<file path="src/rtl/mem_lsu_pkg.sv">
// Shared definitions for the memory stage: op codes, bus widths,
// byte-enable patterns, LSU state encoding and op classification helpers.
package mem_lsu_pkg;

    localparam int ALU_OP_W   = 8;
    localparam int REG_ADDR_W = 5;

    // EX stage op codes (subset relevant to the memory stage)
    localparam logic [ALU_OP_W-1:0] EX_NOP_OP = 8'h00;
    localparam logic [ALU_OP_W-1:0] EX_ADD_OP = 8'h01;
    localparam logic [ALU_OP_W-1:0] EX_SUB_OP = 8'h02;
    localparam logic [ALU_OP_W-1:0] EX_AND_OP = 8'h03;
    localparam logic [ALU_OP_W-1:0] EX_OR_OP  = 8'h04;
    localparam logic [ALU_OP_W-1:0] EX_LB_OP  = 8'h10;
    localparam logic [ALU_OP_W-1:0] EX_LH_OP  = 8'h11;
    localparam logic [ALU_OP_W-1:0] EX_LW_OP  = 8'h12;
    localparam logic [ALU_OP_W-1:0] EX_LBU_OP = 8'h13;
    localparam logic [ALU_OP_W-1:0] EX_LHU_OP = 8'h14;
    localparam logic [ALU_OP_W-1:0] EX_SB_OP  = 8'h18;
    localparam logic [ALU_OP_W-1:0] EX_SH_OP  = 8'h19;
    localparam logic [ALU_OP_W-1:0] EX_SW_OP  = 8'h1A;

    // Byte-enable base patterns, shifted into place by the byte offset
    localparam logic [3:0] MEM_BE_NONE = 4'b0000;
    localparam logic [3:0] MEM_BE_BYTE = 4'b0001;
    localparam logic [3:0] MEM_BE_HALF = 4'b0011;
    localparam logic [3:0] MEM_BE_WORD = 4'b1111;

    typedef enum logic [1:0] {
        LSU_IDLE = 2'd0,
        LSU_REQ  = 2'd1,
        LSU_WAIT = 2'd2
    } lsu_state_e;

    function automatic logic is_load(input logic [ALU_OP_W-1:0] op);
        return (op == EX_LB_OP) || (op == EX_LH_OP) || (op == EX_LW_OP) ||
               (op == EX_LBU_OP) || (op == EX_LHU_OP);
    endfunction

    function automatic logic is_store(input logic [ALU_OP_W-1:0] op);
        return (op == EX_SB_OP) || (op == EX_SH_OP) || (op == EX_SW_OP);
    endfunction

    function automatic logic is_mem_op(input logic [ALU_OP_W-1:0] op);
        return is_load(op) || is_store(op);
    endfunction

    function automatic logic is_half_op(input logic [ALU_OP_W-1:0] op);
        return (op == EX_LH_OP) || (op == EX_LHU_OP) || (op == EX_SH_OP);
    endfunction

    function automatic logic is_word_op(input logic [ALU_OP_W-1:0] op);
        return (op == EX_LW_OP) || (op == EX_SW_OP);
    endfunction

endpackage

</file>
<file path="src/rtl/mem_align.sv">
// Combinational lane handling: store byte-enable/data replication and
// alignment check for the incoming op, load lane extraction and extension
// for the op latched when the transaction was accepted.
module mem_align
    import mem_lsu_pkg::*;
(
    input  logic [ALU_OP_W-1:0] st_op,
    input  logic [1:0]          st_off,
    input  logic [31:0]         st_data,
    output logic [3:0]          be,
    output logic [31:0]         wdata,
    output logic                misalign,
    input  logic [ALU_OP_W-1:0] ld_op,
    input  logic [1:0]          ld_off,
    input  logic [31:0]         rdata,
    output logic [31:0]         ld_data
);

    logic [7:0]  ld_byte;
    logic [15:0] ld_half;

    // Store lanes, byte enables (loads read the full word) and alignment check
    always_comb begin
        be       = MEM_BE_WORD;
        wdata    = '0;
        misalign = 1'b0;
        case (st_op)
            EX_SB_OP: begin
                be    = MEM_BE_BYTE << st_off;
                wdata = {4{st_data[7:0]}};
            end
            EX_SH_OP: begin
                be    = MEM_BE_HALF << {st_off[1], 1'b0};
                wdata = {2{st_data[15:0]}};
            end
            EX_SW_OP: wdata = st_data;
            default: ;
        endcase
        if (is_half_op(st_op)) begin
            misalign = st_off[0];
        end else if (is_word_op(st_op)) begin
            misalign = |st_off;
        end
    end

    // Load lane select and sign/zero extension
    always_comb begin
        case (ld_off)
            2'd0:    ld_byte = rdata[7:0];
            2'd1:    ld_byte = rdata[15:8];
            2'd2:    ld_byte = rdata[23:16];
            default: ld_byte = rdata[31:24];
        endcase
        ld_half = ld_off[1] ? rdata[31:16] : rdata[15:0];
        case (ld_op)
            EX_LB_OP:  ld_data = {{24{ld_byte[7]}}, ld_byte};
            EX_LBU_OP: ld_data = {24'h0, ld_byte};
            EX_LH_OP:  ld_data = {{16{ld_half[15]}}, ld_half};
            EX_LHU_OP: ld_data = {16'h0, ld_half};
            default:   ld_data = rdata;
        endcase
    end

endmodule

</file>
<file path="src/rtl/mem_lsu.sv">
// Memory-stage load/store unit: runs one request/grant/response bus
// transaction per aligned load or store, stalls the pipeline while it is
// outstanding, and drives the MEM/WB writeback registers.
module mem_lsu
    import mem_lsu_pkg::*;
#(
    parameter int unsigned RESP_TIMEOUT = 255
) (
    input  logic                  clk,
    input  logic                  rst_n,
    input  logic                  valid_i,
    input  logic [ALU_OP_W-1:0]   aluop_i,
    input  logic [31:0]           mem_addr_i,
    input  logic                  w_enable_i,
    input  logic [REG_ADDR_W-1:0] w_addr_i,
    input  logic [31:0]           w_data_i,
    output logic                  stall_req_o,
    output logic                  dbus_req_o,
    output logic                  dbus_we_o,
    output logic [31:0]           dbus_addr_o,
    output logic [3:0]            dbus_be_o,
    output logic [31:0]           dbus_wdata_o,
    input  logic                  dbus_gnt_i,
    input  logic                  dbus_rvalid_i,
    input  logic [31:0]           dbus_rdata_i,
    output logic                  w_enable_o,
    output logic [REG_ADDR_W-1:0] w_addr_o,
    output logic [31:0]           w_data_o,
    output logic                  misalign_o,
    output logic                  bus_err_o
);

    lsu_state_e            state, state_nx;
    logic [31:0]           tmo_cnt;
    logic [ALU_OP_W-1:0]   op_q;
    logic [1:0]            off_q;
    logic                  wen_q;
    logic [REG_ADDR_W-1:0] waddr_q;

    logic [3:0]            st_be;
    logic [31:0]           st_wdata;
    logic [31:0]           ld_data;
    logic                  misalign;
    logic                  mem_op;
    logic                  accept;
    logic                  resp;
    logic                  timeout;

    mem_align u_align (
        .st_op    (aluop_i),
        .st_off   (mem_addr_i[1:0]),
        .st_data  (w_data_i),
        .be       (st_be),
        .wdata    (st_wdata),
        .misalign (misalign),
        .ld_op    (op_q),
        .ld_off   (off_q),
        .rdata    (dbus_rdata_i),
        .ld_data  (ld_data)
    );

    assign mem_op     = valid_i && is_mem_op(aluop_i);
    assign dbus_req_o = (state == LSU_REQ);

    // Next state, handshake events and stall request
    always_comb begin
        state_nx    = state;
        accept      = 1'b0;
        resp        = 1'b0;
        timeout     = 1'b0;
        stall_req_o = 1'b0;
        case (state)
            LSU_IDLE: begin
                if (mem_op && !misalign) begin
                    accept      = 1'b1;
                    stall_req_o = 1'b1;
                    state_nx    = LSU_REQ;
                end
            end
            LSU_REQ: begin
                stall_req_o = 1'b1;
                if (dbus_gnt_i) begin
                    state_nx = LSU_WAIT;
                end
            end
            LSU_WAIT: begin
                if (dbus_rvalid_i) begin
                    resp     = 1'b1;
                    state_nx = LSU_IDLE;
                end else begin
                    stall_req_o = 1'b1;
                    if ((RESP_TIMEOUT != 0) && (tmo_cnt + 32'd1 == RESP_TIMEOUT)) begin
                        timeout  = 1'b1;
                        state_nx = LSU_IDLE;
                    end
                end
            end
            default: state_nx = LSU_IDLE;
        endcase
    end

    // State register and WAIT-cycle timeout counter
    always_ff @(posedge clk or negedge rst_n) begin
        if (!rst_n) begin
            state   <= LSU_IDLE;
            tmo_cnt <= '0;
        end else begin
            state <= state_nx;
            if (state == LSU_WAIT && state_nx == LSU_WAIT) begin
                tmo_cnt <= tmo_cnt + 32'd1;
            end else begin
                tmo_cnt <= '0;
            end
        end
    end

    // Bus request registers, latched transaction context and writeback outputs
    always_ff @(posedge clk or negedge rst_n) begin
        if (!rst_n) begin
            dbus_we_o    <= 1'b0;
            dbus_addr_o  <= '0;
            dbus_be_o    <= '0;
            dbus_wdata_o <= '0;
            op_q         <= '0;
            off_q        <= '0;
            wen_q        <= 1'b0;
            waddr_q      <= '0;
            w_enable_o   <= 1'b0;
            w_addr_o     <= '0;
            w_data_o     <= '0;
            misalign_o   <= 1'b0;
            bus_err_o    <= 1'b0;
        end else begin
            w_enable_o <= 1'b0;
            misalign_o <= 1'b0;
            bus_err_o  <= 1'b0;
            if (state == LSU_IDLE && valid_i && !is_mem_op(aluop_i)) begin
                w_enable_o <= w_enable_i && (w_addr_i != '0);
                w_addr_o   <= w_addr_i;
                w_data_o   <= w_data_i;
            end
            if (state == LSU_IDLE && mem_op && misalign) begin
                misalign_o <= 1'b1;
            end
            if (accept) begin
                dbus_we_o    <= is_store(aluop_i);
                dbus_addr_o  <= {mem_addr_i[31:2], 2'b00};
                dbus_be_o    <= st_be;
                dbus_wdata_o <= st_wdata;
                op_q         <= aluop_i;
                off_q        <= mem_addr_i[1:0];
                wen_q        <= w_enable_i && (w_addr_i != '0);
                waddr_q      <= w_addr_i;
            end
            if (resp && is_load(op_q)) begin
                w_enable_o <= wen_q;
                w_addr_o   <= waddr_q;
                w_data_o   <= ld_data;
            end
            if (timeout) begin
                bus_err_o <= 1'b1;
            end
        end
    end

endmodule

</file>
<file path="config.mk">
export PLATFORM = sky130hd
export DESIGN_NAME = mem_lsu
export DESIGN_NICKNAME = d
export VERILOG_FILES = /design/src/rtl/mem_lsu_pkg.sv /design/src/rtl/mem_align.sv /design/src/rtl/mem_lsu.sv
export SDC_FILE = /design/constraint.sdc
export NUM_CORES = 1
export LEC_CHECK = 0
export ABC_AREA = 1
export BUFFER_PORTS_ARGS = -buffer_cell sky130_fd_sc_hd__clkbuf_2
export CAP_MARGIN = 20
export CORE_MARGIN = 2
export CORE_UTILIZATION = 50
export CTS_CLUSTER_DIAMETER = 80
export DETAILED_ROUTE_END_ITERATION = 8
export PLACE_DENSITY = 0.77
export SLEW_MARGIN = 20
export SYNTH_ARGS = -nofsm -noshare
export SYNTH_HDL_FRONTEND = slang
export SYNTH_SLANG_ARGS = --single-unit
</file>
<file path="constraint.sdc">
create_clock -name clk -period 3.2 [get_ports clk]
set_clock_uncertainty 0.15 [all_clocks]
set_input_delay 0.32 -clock clk [delete_from_list [all_inputs] [get_ports clk]]
set_output_delay 0.32 -clock clk [all_outputs]
set_load 0.03 [all_outputs]
</file>
==> results of run 1 <==
## cell usage in the layout, fill, tap and decap left out, types with 2 or more instances in the layout
master | Yosys | layout
sky130_fd_sc_hd__nand3_1 | 95 | 95
sky130_fd_sc_hd__nor2_4 | 4 | 5
sky130_fd_sc_hd__clkbuf_16 | 0 | 17
sky130_fd_sc_hd__clkbuf_2 | 0 | 222
sky130_fd_sc_hd__inv_6 | 0 | 3
sky130_fd_sc_hd__nor2_2 | 15 | 14
sky130_fd_sc_hd__dfrtp_1 | 157 | 157
sky130_fd_sc_hd__o311ai_0 | 4 | 4
sky130_fd_sc_hd__clkinv_1 | 4 | 4
sky130_fd_sc_hd__nand2_1 | 479 | 479
sky130_fd_sc_hd__nand2_2 | 3 | 3
sky130_fd_sc_hd__clkinv_8 | 0 | 3
sky130_fd_sc_hd__xor2_1 | 4 | 4
sky130_fd_sc_hd__nand3b_1 | 11 | 11
sky130_fd_sc_hd__buf_12 | 0 | 3
sky130_fd_sc_hd__a31oi_1 | 5 | 5
sky130_fd_sc_hd__conb_1 | 1 | 2
sky130_fd_sc_hd__a21oi_1 | 19 | 19
sky130_fd_sc_hd__dlygate4sd3_1 | 0 | 38
sky130_fd_sc_hd__ha_1 | 2 | 2
sky130_fd_sc_hd__o211ai_1 | 11 | 11
sky130_fd_sc_hd__xnor2_1 | 2 | 2
sky130_fd_sc_hd__buf_4 | 2 | 14
sky130_fd_sc_hd__nand4_1 | 10 | 10
sky130_fd_sc_hd__o221ai_1 | 3 | 3
sky130_fd_sc_hd__o21ai_1 | 2 | 2
sky130_fd_sc_hd__inv_8 | 0 | 6
sky130_fd_sc_hd__o31ai_1 | 4 | 4
sky130_fd_sc_hd__nor2_1 | 152 | 152
sky130_fd_sc_hd__o21ai_0 | 57 | 57
sky130_fd_sc_hd__inv_1 | 77 | 77
sky130_fd_sc_hd__nor3_1 | 5 | 5
sky130_fd_sc_hd__or2_2 | 4 | 4
## metrics by stage
| stage | util, % | cells | setup slack (ns) | hold slack [ns] |
|---|---|---|---|---|
| global placement | 59.1 | 1598 | 0.718 | 0.256 |
| floorplan | - | 1185 | 0.965 | -0.126 |
| global route | 65.2 | 1669 | 0.368 | 0.0244 |
| detailed placement | 59.1 | 1598 | 0.650 | 0.253 |
| finish | 65.2 | 1669 | 0.601 | 0.00260 |
| CTS | 65.2 | 1668 | 0.624 | 0.00224 |
## final cells by class
class | count | area [sq um]
fill | 1482 | 5730
tap | 220 | 275
clock inverter | 15 | 189
multi-input combinational | 899 | 3940
sequential | 157 | 3930
clock buffer | 17 | 425
timing repair buffer | 278 | 1670
antenna | 1 | 2.50
inverter | 82 | 308
## layer usage
metal  up-vias  GRT usage (%)
met2       376           49.4
li1       4246              -
met1      4093           37.7
met4         0           13.9
met5         -              0
met3        69           7.42
## power by group through the flow
stage	Clock (W)	Sequential, W	Combinational, W
after CTS	0.00212	0.00239	0.00138
after global placement	0	0.00242	0.00132
final	0.00209	0.00239	0.00139
after floorplan	0	0.00279	0.000446
after detailed placement	0	0.00242	0.00134
after global routing	0.00220	0.00242	0.00150
## registers in the layout, indices dropped and copies added (netlist names)
name	flops
wen_q	1
misalign_o	1
dbus_we_o	1
w_enable_o	1
off_q	2
w_data_o	32
dbus_wdata_o	32
waddr_q	5
state	2
dbus_addr_o	30
bus_err_o	1
tmo_cnt	32
dbus_be_o	4
op_q	8
w_addr_o	5
## cells by family after synthesis
family	Yosys count	synth area share [%]
AOI/OAI and AO/OA	108	7.40
xor gates and xnor gates	6	0.626
adders and majority gates	2	0.298
buffers and inverters	129	6.40
DFF	157	46.8
other	1	0.0447
and+or+nand+nor	781	38.4
## cells in the mapped netlist, types with 3 or more instances
library cell	number	area share [%]
sky130_fd_sc_hd__a21oi_1	19	1.1
sky130_fd_sc_hd__or2_2	4	0.30
sky130_fd_sc_hd__dfrtp_1	157	47
sky130_fd_sc_hd__nand3b_1	11	0.98
sky130_fd_sc_hd__clkinv_1	4	0.18
sky130_fd_sc_hd__a31oi_1	5	0.37
sky130_fd_sc_hd__nand4_1	10	0.75
sky130_fd_sc_hd__buf_6	3	0.40
sky130_fd_sc_hd__nand3_1	95	5.7
sky130_fd_sc_hd__buf_2	18	1.1
sky130_fd_sc_hd__buf_1	3	0.13
sky130_fd_sc_hd__o211ai_1	11	0.98
sky130_fd_sc_hd__o31ai_1	4	0.36
sky130_fd_sc_hd__inv_1	77	3.4
sky130_fd_sc_hd__nor2_1	152	6.8
sky130_fd_sc_hd__nand2_1	479	21
sky130_fd_sc_hd__clkbuf_1	21	0.94
sky130_fd_sc_hd__nor3_1	5	0.30
sky130_fd_sc_hd__nand2_2	3	0.22
sky130_fd_sc_hd__xor2_1	4	0.42
sky130_fd_sc_hd__nor2_2	15	1.1
sky130_fd_sc_hd__nor2_4	4	0.54
sky130_fd_sc_hd__o311ai_0	4	0.42
sky130_fd_sc_hd__o221ai_1	3	0.31
sky130_fd_sc_hd__o21ai_0	57	3.4
## worst paths after layout
path / start / endpoint / slack, ns / depth (start not counted)
max reg2reg: tmo_cnt[1]$_DFF_PN0_ / tmo_cnt[17]$_DFF_PN0_ / 0.60 / 14
min reg2reg: tmo_cnt[0]$_DFF_PN0_ / tmo_cnt[0]$_DFF_PN0_ / 0.31 / 1
min in group asynchronous: rst_n / tmo_cnt[0]$_DFF_PN0_ / 0.33 / 2
min: w_addr_i[4] / waddr_q[4]$_DFFE_PN0P_ / 0.003 / 3
max: tmo_cnt[1]$_DFF_PN0_ / tmo_cnt[17]$_DFF_PN0_ / 0.60 / 14
max in group asynchronous: rst_n / dbus_wdata_o[29]$_DFFE_PN0P_ / 1.86 / 3
## worst max-delay path, delay by kind of cell, from the launching register on
| kind | cells | cell delay [ns] |
|---|---|---|
| flops | 1 | 0.39 |
| fa+ha+maj | 1 | 0.23 |
| simple gates | 13 | 1.68 |
## repair_timing
item	4_1_cts	5_1_grt
hold buffers	38	0
setup endpoints to repair	0	0
hold endpoints to repair	113	0
setup buffers	0	0
resized for setup	0	0
==> parameters.txt, run 1 <==
Parameter                              Value

Status
  Result of the run    finished, final reports clean

Power
  Internal power of the cells    approximately 0.0038 W
  Total Power Consumption    0.00587 W
  Net switching power    a little over 0.002 W
  PwrDens    ~550 nW/um^2
  Part of the total power dissipated in the clock network    between 30% and 40%
  Switching part of the total power    a little over a third
  Power share of the combinational group    between 20% and 30%
  Sequential cell fraction of total power    just over 40%
  Worst vdd rail ir drop    ~0.42 mV
  Static Leak    5.55 nW

Clock tree
  Clock tree from TritonCTS    yes
  Largest buffer count on any clock path    2
  Number of sinks driven by the clock tree    157
  Clock network latency to the later pin of the worst-skew pair    ~0.43 ns
  Clock-pin slew on the worst setup and hold paths    about 0.070 ns
  Root buffer selected by CTS    sky130_fd_sc_hd__clkbuf_16
  Deepest level of the CTS H-tree    4
  Num CTS Buffers    17

Floorplan
  Vert. Die Dim    roughly 130 um
  Initial standard-cell utilization of the core    around half
  Core area    ~16000 sq um
  Rows    47
  I/O pin count    226
  Die area    ~18000 sq um
  Horizontal extent of the die    roughly 130 um

STA
  Worst max-slew margin expressed relative to the limit    between 50% and 60%
  Setup Total Neg Slack    0 ns
  Final setup violating endpoints    0
  Final-report hold violation count    0
  Measured slew at the worst slew-check pin    0.734 ns
  Upper clock frequency limit    roughly 0.38 GHz
  Unrepaired setup endpoints after global routing    no
  Final slew viol count    0
  Clock period minus worst slack    approximately 2.6 ns
  Final Cycle Share    roughly 80%

Detailed routing
  Length of routed wiring on met1    10700 um
  Initial DRC Count    around 800
  Sum of met2 wire segment lengths after detailed routing    12500 um
  DRC violations left    0
  Post-detailed-routing wire length    26300 um
  Highest Signal Layer    met4
  Met3 WL    2030 um
  Ratio of routed vias to standard cells    5.26
  Antenna viol nets, final    0
  Via count of the routed design    8784
  Drt first pass iters    6
  Average wire length per cell after detail routing    around 16 um

Synth
  Total standard cell area after synthesis    ~8400 sq um
  Number of synthesis warnings    0
  Avg Inst Size Synth    7.09 sq um
  Top FF cell, synth    sky130_fd_sc_hd__dfrtp_1
  Number of synthesized flops with an enable pin    0
  Cell variety after synth    37
  Register bit total from synthesis    ~160
  Portion of the post-synthesis area used by sequential elements    a little under half
  FFs w/ async S/R, synth    100%
  Post-Synthesis Cells    roughly 1200

Worst setup path
  Worst path cell trace    ha_1 -> nand2_1 -> nor2_4 -> nand2_1 -> nor2_2 -> nand2_1 -> nand2_1 -> nand2_1 -> nor2_1 -> nand2_1 -> nor2_1 -> nand3_2 -> nand2_4 -> nor2_1
  Required arrival time at the worst endpoint    around 3.4 ns
  Critical path's slowest cell    sky130_fd_sc_hd__dfrtp_1
  Critical path class    reg2reg
  Worst Setup End Kind    register
  Data arrival time of the critical path    between 2 and 3 ns
  Critical path launch point type    register
  Critical Path Max Stage Delay    slightly below 0.4 ns
  Crit-path most repeated cell    sky130_fd_sc_hd__nand2_1
  CP Max Fanout    33

Run
  Total of max-cap violations    0

Placed design
  DPL Wire Length    roughly 19000 um
  I/O Buffers    approximately 220
  Instance area at placement    9730 sq um
  Placer Congestion    between 0.9 and 1

GRT
  Number of global-route vias before repair    approximately 8500
  Maximum number of pins on one net before global-route repair    approximately 90
  Total gr overflow    0
  GRT Total Usage    between 30% and 40%
  Antenna violations before repair    1
  Global-route wire length before repair    approximately 42000 um

Hold path
  Worst hold path type    in2reg

Finish
  Nets@finish    ~1600
  Final design instance area without fill    10700 sq um
  Proportion of layout cells with a drive suffix above 1    about a fifth
  Area growth, synth to finish    27.9%
No activity file was read; power rests on OpenSTA's default activity.
==> inputs of run 2 (changes only) <==
--- a/config.mk
+++ b/config.mk
@@ -5,7 +5,7 @@
 export SDC_FILE = /design/constraint.sdc
 export NUM_CORES = 1
 export LEC_CHECK = 0
-export ABC_AREA = 1
+export ABC_AREA = 0
 export BUFFER_PORTS_ARGS = -buffer_cell sky130_fd_sc_hd__clkbuf_2
 export CAP_MARGIN = 20
 export CORE_MARGIN = 2
==> constraint.sdc (replaced) <==
create_clock -name clk -period 2.7 [get_ports clk]
set_clock_uncertainty 0.15 [all_clocks]
set_input_delay 0.27 -clock clk [delete_from_list [all_inputs] [get_ports clk]]
set_output_delay 0.27 -clock clk [all_outputs]
set_load 0.03 [all_outputs]
==> run 2 against run 1 <==
  * Area after synthesis down 7.6%
  * Die area down 7.4%
  * Sequential share of layout area up 0.29 points
  * Highest routed layer unchanged
  * Core utilization up 4.9 points
  * Critical endpoint is now tmo_cnt[5]$_DFF_PN0_
  * Hold slack better by 0.021 ns
  * Largest cell class is now flip-flops and latches
==> parameters.txt, run 2 <==
Parameter                              Value

Synth
  Largest family of logic cells by synthesized area    simple AND/OR/NAND/NOR gates
  Number of synthesis warnings    0 (unchanged)
  Synth Area in Compound Gates    15.0% (+7.6 points)
  XOR/XNOR Fraction of Synth Area    3.73% (+3.1 points)
  Fraction of synthesized area in multiplexers    9.95% (+10 points)
  Leading cell type by number of instances after synthesis    sky130_fd_sc_hd__dfrtp_1
  Commonest cells in the synthesized netlist    sky130_fd_sc_hd__dfrtp_1, sky130_fd_sc_hd__nand2_1, sky130_fd_sc_hd__nor2_1
  Post-synthesis share of cell area spent on full adders, half adders and majority gates    0.323% (+0.024 points)
  Total standard cell area after synthesis    7750 sq um (-7.6%)
  Post-Synthesis Cells    761 (-36%)
  Top FF cell, synth    sky130_fd_sc_hd__dfrtp_1
  Register bit total from synthesis    157 (unchanged)
  Cell taking the most area after synthesis    sky130_fd_sc_hd__dfrtp_1
  Avg Inst Size Synth    10.2 sq um (+44%)
  Synth top area cells    sky130_fd_sc_hd__dfrtp_1, sky130_fd_sc_hd__mux2_2, sky130_fd_sc_hd__nand2_1, sky130_fd_sc_hd__o21ai_0, sky130_fd_sc_hd__nor2_1
  Portion of the post-synthesis area used by sequential elements    50.7% (+3.8 points)
  Simple-Gate Fraction of Synth Area    17.0% (-21 points)
  Area share of the largest cell type after synthesis    50.7% (+3.8 points)
  Number of synthesized flops with an enable pin    0 (unchanged)
  FFs w/ async S/R, synth    100% (unchanged)
  Cell variety after synth    55 (+49%)

Finish
  Proportion of layout cells with a drive suffix above 1    35.0% (+14 points)
  Nets@finish    1186 (-24%)
  Most common cell after layout, fill and taps aside    sky130_fd_sc_hd__clkbuf_2
  Number of fill cells in the layout    1134 (-23%)
  Final core utilization    70.1% (+4.9 points)
  Area growth, synth to finish    37.4%
  Post-route insts no fill    1272 (-24%)
  Commonest cells after routing, fill and taps aside    sky130_fd_sc_hd__clkbuf_2, sky130_fd_sc_hd__dfrtp_1, sky130_fd_sc_hd__nand2_1, sky130_fd_sc_hd__dlygate4sd3_1, sky130_fd_sc_hd__nor2_1
  Largest registers    dbus_wdata_o: 32 flops, tmo_cnt: 32 flops, w_data_o: 32 flops

STA
  Final slew viol count    0 (unchanged)
  Setup Total Neg Slack    0 ns (unchanged)
  Final Cycle Share    95.7% (+14 points)
  Clock period minus worst slack    2.58 ns (-0.0155 ns)
  Final setup violating endpoints    0 (unchanged)
  Final-report hold violation count    0 (unchanged)
  Upper clock frequency limit    0.387 GHz (+0.60%)
  Worst max-slew margin expressed relative to the limit    42.3% (-8.8 points)
  Measured slew at the worst slew-check pin    0.865 ns (+0.131 ns)

Floorplan
  I/O pin count    226 (unchanged)
  Core area    15200 sq um (-7.7%)
  Horizontal extent of the die    129 um (-3.8%)
  Rows    45 (-4.3%)
  Vert. Die Dim    129 um (-3.8%)
  Die area    16500 sq um (-7.4%)
  Initial standard-cell utilization of the core    51.0% (about the same)

Worst setup path
  Worst Setup End Kind    register
  Critical Path Max Stage Delay    0.43 ns (+0.04 ns)
  CP Max Fanout    6 (-82%)
  Worst path cell trace    ha_2 -> and2_4 -> buf_4 -> and3_4 -> and3_1 -> xnor2_2 -> nand4_1 -> o41ai_4 -> buf_2 -> nor2_1
  Data arrival time of the critical path    2.75 ns (about the same)
  Critical path launch point type    register
  Required arrival time at the worst endpoint    2.87 ns (-0.48 ns)
  Critical path's slowest cell    sky130_fd_sc_hd__o41ai_4
  Crit path max-delay family    simple AND/OR/NAND/NOR gates
  Buffers plus inverters on the worst setup path    2 (+2)
  Critical path class    reg2reg

Detailed routing
  Drt first pass iters    6 (unchanged)
  Length of routed wiring on met1    9710 um (-9.1%)
  Initial DRC Count    773 (-6.1%)
  DRC violations left    0 (unchanged)
  Antenna viol nets, final    0 (unchanged)
  Met3 WL    2100 um (+3.6%)
  Post-detailed-routing wire length    24400 um (-7.3%)
  Sum of met2 wire segment lengths after detailed routing    11500 um (-8.5%)
  Average wire length per cell after detail routing    19.2 um (+22%)
  Via count of the routed design    7405 (-16%)
  Ratio of routed vias to standard cells    5.82 (+11%)
  Highest Signal Layer    met4

Run
  Total of max-cap violations    0 (unchanged)

GRT
  GRT Total Usage    29.5% (-0.66 points)
  Antenna violations before repair    0 (-1)
  Total gr overflow    0 (unchanged)
  Global-route wire length before repair    37700 um (-11%)
  Number of global-route vias before repair    7131 (-16%)
  Maximum number of pins on one net before global-route repair    73 (-17%)

Power
  Total Power Consumption    0.00687 W (+17%)
  Worst vdd rail ir drop    0.596 mV (+44%)
  Static Leak    5.10 nW (-8.0%)
  PwrDens    645 nW/um^2 (+18%)

Hold path
  Worst hold path type    in2reg

Placed design
  Placer Congestion    0.943 (-2.6%)
  I/O Buffers    223 (unchanged)
  Dpl cells    1166 (-27%)
  DPL Wire Length    16200 um (-16%)

Clock tree
  Root buffer selected by CTS    sky130_fd_sc_hd__clkbuf_16
  Clock network latency to the later pin of the worst-skew pair    0.42 ns (about the same)
  Clock tree from TritonCTS    yes
  Number of sinks driven by the clock tree    157 (unchanged)
  Clock-pin slew on the worst setup and hold paths    0.07 ns (about the same)
  Deepest level of the CTS H-tree    4 (unchanged)
  Largest buffer count on any clock path    2 (unchanged)
  Num CTS Buffers    17 (unchanged)

Status
  Result of the run    finished, final reports clean
[run 2: path summary, 6_finish.rpt]
path                                            from                           to  slack, ns  depth (start not counted)
worst max-delay path            tmo_cnt[0]$_DFF_PN0_         tmo_cnt[5]$_DFF_PN0_       0.12                         10
worst min-delay path                     w_data_i[4]  dbus_wdata_o[4]$_DFFE_PN0P_       0.02                          2
worst max register to register  tmo_cnt[0]$_DFF_PN0_         tmo_cnt[5]$_DFF_PN0_       0.12                         10
worst min register to register   op_q[5]$_DFFE_PN0P_          op_q[5]$_DFFE_PN0P_       0.33                          1
max in group asynchronous                      rst_n         tmo_cnt[3]$_DFF_PN0_       1.37                          3
min in group asynchronous                      rst_n  dbus_addr_o[13]$_DFFE_PN0P_       0.28                          2
[run 2: layout make-up]
class	instances	area [sq um]	share of cell area, %
inverters	8	30.0	0.282
clock buffers	18	429	4.03
well taps	188	235	2.21
repair buffers	340	2240	21.0
flip-flops and latches	157	3930	36.9
multi-input cells	545	3640	34.1
clock inverters	14	146	1.37
diodes	2	5.00	0.0470
[run 2: kinds of logic (layout without fill, tap and decap cells)]
family / after synthesis / in the layout
and+or+nand+nor: 284 / 284
AOI/OAI and AO/OA: 163 / 163
DFF: 157 / 157
muxes: 61 / 61
buffers and inverters: 60 / 380
xor gates and xnor gates: 33 / 33
adders and majority gates: 2 / 2
other: 1 / 4
[run 2: what timing repair did]
| action | in CTS | in global routing |
|---|---|---|
| setup endpoints to repair | 0 | 10 |
| gates resized for setup | 0 | 12 |
| hold buffers | 70 | 0 |
| setup buffers | 0 | 1 |
| endpoints found under the hold margin | 133 | 0 |
[run 2: metal layers]
layer / global-route usage [%] / up-vias
met4: 13.7 / 0
met1: 38.5 / 3541
met3: 7.65 / 85
li1: - / 3371
met5: 0 / -
met2: 46.3 / 408
[run 2: metrics by stage]
step                      setup slack, ns  hold slack [ns]  cell area [sq um]
final                               0.117           0.0239              10700
after detailed placement           0.0782            0.174               9310
after floorplan                   0.00296           -0.176               7760
after CTS                           0.103         0.000104              10600
after global placement              0.135            0.172               9310
after global routing            -0.000495           0.0184              10600
[run 2: where the power goes]
part | internal (W) | switching [W] | leakage (nW)
clock network | 0.00130 | 0.00107 | 0.277
logic | 0.000660 | 0.00107 | 2.76
registers | 0.00260 | 0.000172 | 2.06
